**src/rtl/etc2_block_fetch.sv**
```systemverilog
// rtl/etc2_block_fetch.sv - ETC2 block fetcher: 32-bit memory reads assembled into tagged 64-bit blocks
module etc2_block_fetch #(
  parameter int ADDR_W = 32,
  parameter int DIM_W  = 10
) (
  input  logic              sclk,
  input  logic              rsrt,
  input  logic              start,
  input  logic [ADDR_W-1:0] base_addr,
  input  logic [DIM_W-1:0]  blocks_w,
  input  logic [DIM_W-1:0]  blocks_h,
  input  logic              punch,
  output logic              busy,
  output logic              done,
  output logic              mem_rd,
  output logic [ADDR_W-1:0] mem_addr,
  input  logic              mem_rvalid,
  input  logic [31:0]       mem_rdata,
  output logic [63:0]       block,
  output logic              flags,
  output logic [DIM_W-1:0]  blk_x,
  output logic [DIM_W-1:0]  blk_y,
  output logic              blk_rts,
  input  logic              blk_rtr
);

  typedef enum logic [2:0] {
    S_IDLE,
    S_REQ_HI,
    S_WAIT_HI,
    S_REQ_LO,
    S_WAIT_LO,
    S_LOAD,
    S_DRAIN,
    S_FIN
  } state_t;

  state_t state, state_nxt;

  // Frame parameters captured at start
  logic [DIM_W-1:0] w_r, h_r;
  logic             punch_r;

  // Assembly slot A: data plus the coordinates of the block being fetched
  logic [63:0]      a_data;
  logic [DIM_W-1:0] cx, cy;

  logic zero_dim;
  logic last_blk;
  logic o_free;
  logic xfer;

  assign zero_dim = (blocks_w == '0) || (blocks_h == '0);
  assign last_blk = (cx == w_r - DIM_W'(1)) && (cy == h_r - DIM_W'(1));
  assign xfer     = blk_rts & blk_rtr;
  // O can accept A when empty or when its current block leaves this cycle
  assign o_free   = !blk_rts || blk_rtr;

  assign mem_rd = (state == S_REQ_HI) || (state == S_REQ_LO);
  assign busy   = (state != S_IDLE);
  assign done   = (state == S_FIN);

  // State register
  always_ff @(posedge sclk or negedge rsrt) begin
    if (!rsrt) state <= S_IDLE;
    else       state <= state_nxt;
  end

  // Next-state logic: one outstanding read, A handed to O when O is free
  always_comb begin
    state_nxt = state;
    case (state)
      S_IDLE:    if (start) state_nxt = zero_dim ? S_FIN : S_REQ_HI;
      S_REQ_HI:  state_nxt = S_WAIT_HI;
      S_WAIT_HI: if (mem_rvalid) state_nxt = S_REQ_LO;
      S_REQ_LO:  state_nxt = S_WAIT_LO;
      S_WAIT_LO: if (mem_rvalid) state_nxt = S_LOAD;
      S_LOAD:    if (o_free) state_nxt = last_blk ? S_DRAIN : S_REQ_HI;
      S_DRAIN:   if (o_free) state_nxt = S_FIN;
      S_FIN:     state_nxt = S_IDLE;
      default:   state_nxt = S_IDLE;
    endcase
  end

  // Datapath: frame capture, address walk, A assembly, O load and release
  always_ff @(posedge sclk or negedge rsrt) begin
    if (!rsrt) begin
      w_r      <= '0;
      h_r      <= '0;
      punch_r  <= 1'b0;
      a_data   <= '0;
      cx       <= '0;
      cy       <= '0;
      mem_addr <= '0;
      block    <= '0;
      flags    <= 1'b0;
      blk_x    <= '0;
      blk_y    <= '0;
      blk_rts  <= 1'b0;
    end else begin
      if (state == S_IDLE && start) begin
        w_r      <= blocks_w;
        h_r      <= blocks_h;
        punch_r  <= punch;
        cx       <= '0;
        cy       <= '0;
        mem_addr <= base_addr;
      end

      // Raster order makes the address a plain +4 walk; wraps modulo 2^ADDR_W
      if (state == S_WAIT_HI && mem_rvalid) begin
        a_data[63:32] <= mem_rdata;
        mem_addr      <= mem_addr + ADDR_W'(4);
      end
      if (state == S_WAIT_LO && mem_rvalid) begin
        a_data[31:0] <= mem_rdata;
        mem_addr     <= mem_addr + ADDR_W'(4);
      end

      if (state == S_LOAD && o_free) begin
        block   <= a_data;
        flags   <= punch_r;
        blk_x   <= cx;
        blk_y   <= cy;
        blk_rts <= 1'b1;
        if (cx == w_r - DIM_W'(1)) begin
          cx <= '0;
          cy <= cy + DIM_W'(1);
        end else begin
          cx <= cx + DIM_W'(1);
        end
      end else if (xfer) begin
        blk_rts <= 1'b0;
      end
    end
  end

endmodule

```
**config.mk**
```make
export PLATFORM = sky130hd
export DESIGN_NAME = etc2_block_fetch
export DESIGN_NICKNAME = d
export VERILOG_FILES = /design/src/rtl/etc2_block_fetch.sv
export SDC_FILE = /design/constraint.sdc
export NUM_CORES = 1
export LEC_CHECK = 0
export ABC_AREA = 0
export CAP_MARGIN = 20
export CORE_AREA = 2 2 211 109
export DETAILED_ROUTE_END_ITERATION = 6
export DIE_AREA = 0 0 213 111
export HOLD_SLACK_MARGIN = 0.1
export PLACE_DENSITY_LB_ADDON = 0.25
export SETUP_SLACK_MARGIN = 0.3
export SYNTH_ARGS = -nofsm -noshare
export SYNTH_HDL_FRONTEND = slang
export SYNTH_SLANG_ARGS = --single-unit
```
**constraint.sdc**
```tcl
create_clock -name sclk -period 2.5 [get_ports sclk]
set_input_delay 0.375 -clock sclk [delete_from_list [all_inputs] [get_ports sclk]]
set_output_delay 0.375 -clock sclk [all_outputs]
set_load 0.05 [all_outputs]
```
==> out/qor.yml <==
outcome:
  status: "finished clean"
cells_and_area:
  n_fill_cell: 1812
  seqCellArea_um2: 5660
  multi_input_area_um2: 4460
  fin_nets: 1370
  postLayoutCellArea_um2: 14000
  drive_above_1_share_pct: 16.8
  post-route-util_pct: 63.3
  final_cells: 1597
  syn_to_final_growth_pct: 38.0
die:
  ios: 211
  die_area_um2: 23600
  initial_core_util_pct: 45.9
  core-area_um2: 22100
  die_w_um: 213
  die_y_um: 111
  num_rows: 39
timing:
  finalSetupViolations: 0
  finClkSkew_ns: 0.0224
  timing.final.ws_setup_ns: 0.0951
  tns_ns: 0
  period_minus_slack_ns: 2.40
  tightest_slew_ns: 0.749
  rsz0062_at_grt: "true"
  slew_headroom_pct: 50.1
  slew_violations: 0
  fmax_mhz: 416
  hold_viol_final: 0
  hold_slack_ns: 0.387
  period_share_pct: 96.2
critical_path:
  crit_path_max_fanout: 8
  cp.arrival_ns: 2.83
  worstSetupStartpointType: "flop"
  worst_path_dominant_cell_family: "compound AO/OA/AOI/OAI gates"
  cp.buffers_inverters: 3
  critical_path.max_stage_delay_ns: 0.44
  path_class: "reg2reg"
  crit_slowest_cell: "dfrtp_2"
  critPathRequiredTime_ns: 2.92
  crit_path_cell_trace: "buf_4 > nor3_2 > xnor2_1 > o2111ai_2 > a2111oi_4 > buf_6 > nand2b_4 > buf_12 > o21ai_1 > a21o_1"
  end_kind: "flop"
route:
  routed_wl_mm: 28.8
  first_pass_iters: 5
  viasPerCell: 5.29
  ant_nets: 0
  drc: 0
  vias: 8454
  post_drt_wl_per_cell_um: 18.0
  drt_iter0_markers: 571
clocking:
  cts_tree: "built"
  cts_max_path_buffers: 3
  cts-root-buf: "clkbuf_16"
  clk_pin_slew_worst_paths_ns: 0.07
  cts_buffers: 22
  numClockSinks: 226
  h-tree-depth: 1
  clk_latency_ns: 0.53
power_and_ir_drop:
  p_clk_share_pct: 19.3
  power_frac_comb_pct: 46.5
  power.share.switching_pct: 43.2
  switchingPower_mw: 7.96
  power.leakage_nw: 6.54
  power.density_nw_per_um2: 1320
  p_int_mw: 10.5
  seqPwrFrac_pct: 34.2
  vdd_drop_max_mv: 0.816
  total_power_mw: 18.4
synth:
  synth_common_cells: "nand2_1, dfrtp_1, mux2_2"
  netlist_instances: 1040
  synthArstFlopShare_pct: 100
  synth_edf_count: 0
  synthDistinctLibCells: 68
  ys.flop_type: "dfrtp_1"
  seq_area_frac_synth_pct: 55.7
  synth.cell_area_um2: 10100
  yosysWarnings: 0
  synthTopCellsByArea: "dfrtp_1, nand2_1, mux2_2"
  synth.net_count: 1135
  yosysTopAreaCell: "dfrtp_1"
  netlist.area_leader.share_pct: 55.7
  syn_avg_cell_area_um2: 9.76
  ys_ff_latch: 226
  yosysMostFrequentCell: "nand2_1"
global_routing:
  grt_use_total_pct: 24.7
  grt_overflow: 0
  first_global_vias: 8450
  antenna_found_initial: 1
  grt_pass1_wl_mm: 46.1
  grt_max_degree: 87
placement:
  portBuffers: 210
  place.gp.congestion: 0.895
  dpl.hpwl_mm: 19.8
  placedCellCount: 1543
  pre_cts_slack_ns: -0.0836
  dpl_cell_area_um2: 12900
job:
  drv_cap: 0
hold_path:
  worst_hold_path_type: "in2reg"
-- cells in the final DEF, fill, tap and decap left out, types with 13 or more instances in the layout --
cell and instances:
dlymetal6s2s_1 14, nor2_1 24, buf_4 42, clkbuf_16 22
nand3_1 30, mux2_2 64, nand2_1 370, xnor2_1 13
o21ai_0 29, dfrtp_1 221, clkdlybuf4s50_1 186
-- cell families after synthesis --
family          Yosys count  share of synthesized area [%]
xor+xnor                 25                           2.16
compound gates          128                           8.89
buf+inv                  67                           2.66
fa+ha+maj                 5                          0.616
flops                   226                           55.7
simple gates            520                           22.4
mux                      69                           7.59
-- power by group through the flow --
stage	registers (mW)	clock network (mW)	logic, mW
detailed placement	6.28	0	8.26
floorplan	8.52	0	3.02
finish	6.30	3.55	8.57
CTS	6.26	3.62	8.48
global route	6.51	3.80	9.15
global placement	6.22	0	8.14
-- per-layer routing --
layer	track usage (%)	routed length (um)	up-vias
met4	3.73	365	0
met3	7.42	2380	28
met2	34.8	12000	250
li1	-	-	4012
met1	38.0	14100	4164
met5	0	0	-
-- state kept, by name, summed over array words and instances (netlist names) --
register,count
w_r,10
mem_addr,32
punch_r,1
blk_rts,1
h_r,10
cy,10
blk_y,10
flags,1
state,3
blk_x,10
cx,10
a_data,64
block,64
-- area by class of cell --
type                       count  area share (%)
tap                          307            2.74
multi-input combinational    748            31.9
sequential                   226            40.4
timing repair buffer         265            19.2
clock buffer                  28            4.24
clock inverter                10            1.19
inverter                      12           0.322
antenna                        1          0.0179
-- final timing paths --
path                                   startpoint  cells after the start  slack (ns)                 endpoint
max                            w_r[1]$_DFFE_PN0P_                     10         0.1        cx[2]$_DFFE_PN0P_
min                                  base_addr[0]                      3        0.39  mem_addr[0]$_DFFE_PN0P_
max reg2reg                    w_r[1]$_DFFE_PN0P_                     10         0.1        cx[2]$_DFFE_PN0P_
min reg2reg                a_data[32]$_DFFE_PN0P_                      2        0.46    block[32]$_DFFE_PN0P_
max in group asynchronous                    rsrt                      3        1.29   a_data[29]$_DFFE_PN0P_
min in group asynchronous                    rsrt                      2        0.49     blk_y[7]$_DFFE_PN0P_
-- tightest hold or removal path, delay by kind of cell --
family / cells / cell delay, ns
buffers and inverters: 1 / 0.40
AND/OR/NAND/NOR: 2 / 0.11
-- what timing repair did --
action                                 4_1_cts  5_1_grt
pin swaps                                   14        8
endpoints found under the hold margin       77        0
gates resized for setup                     38       37
setup buffers                                6        6
hold buffers                                 1        0
setup endpoints to repair                   30       57
gates cloned                                 1        1
(Power assumes the default switching activity.)
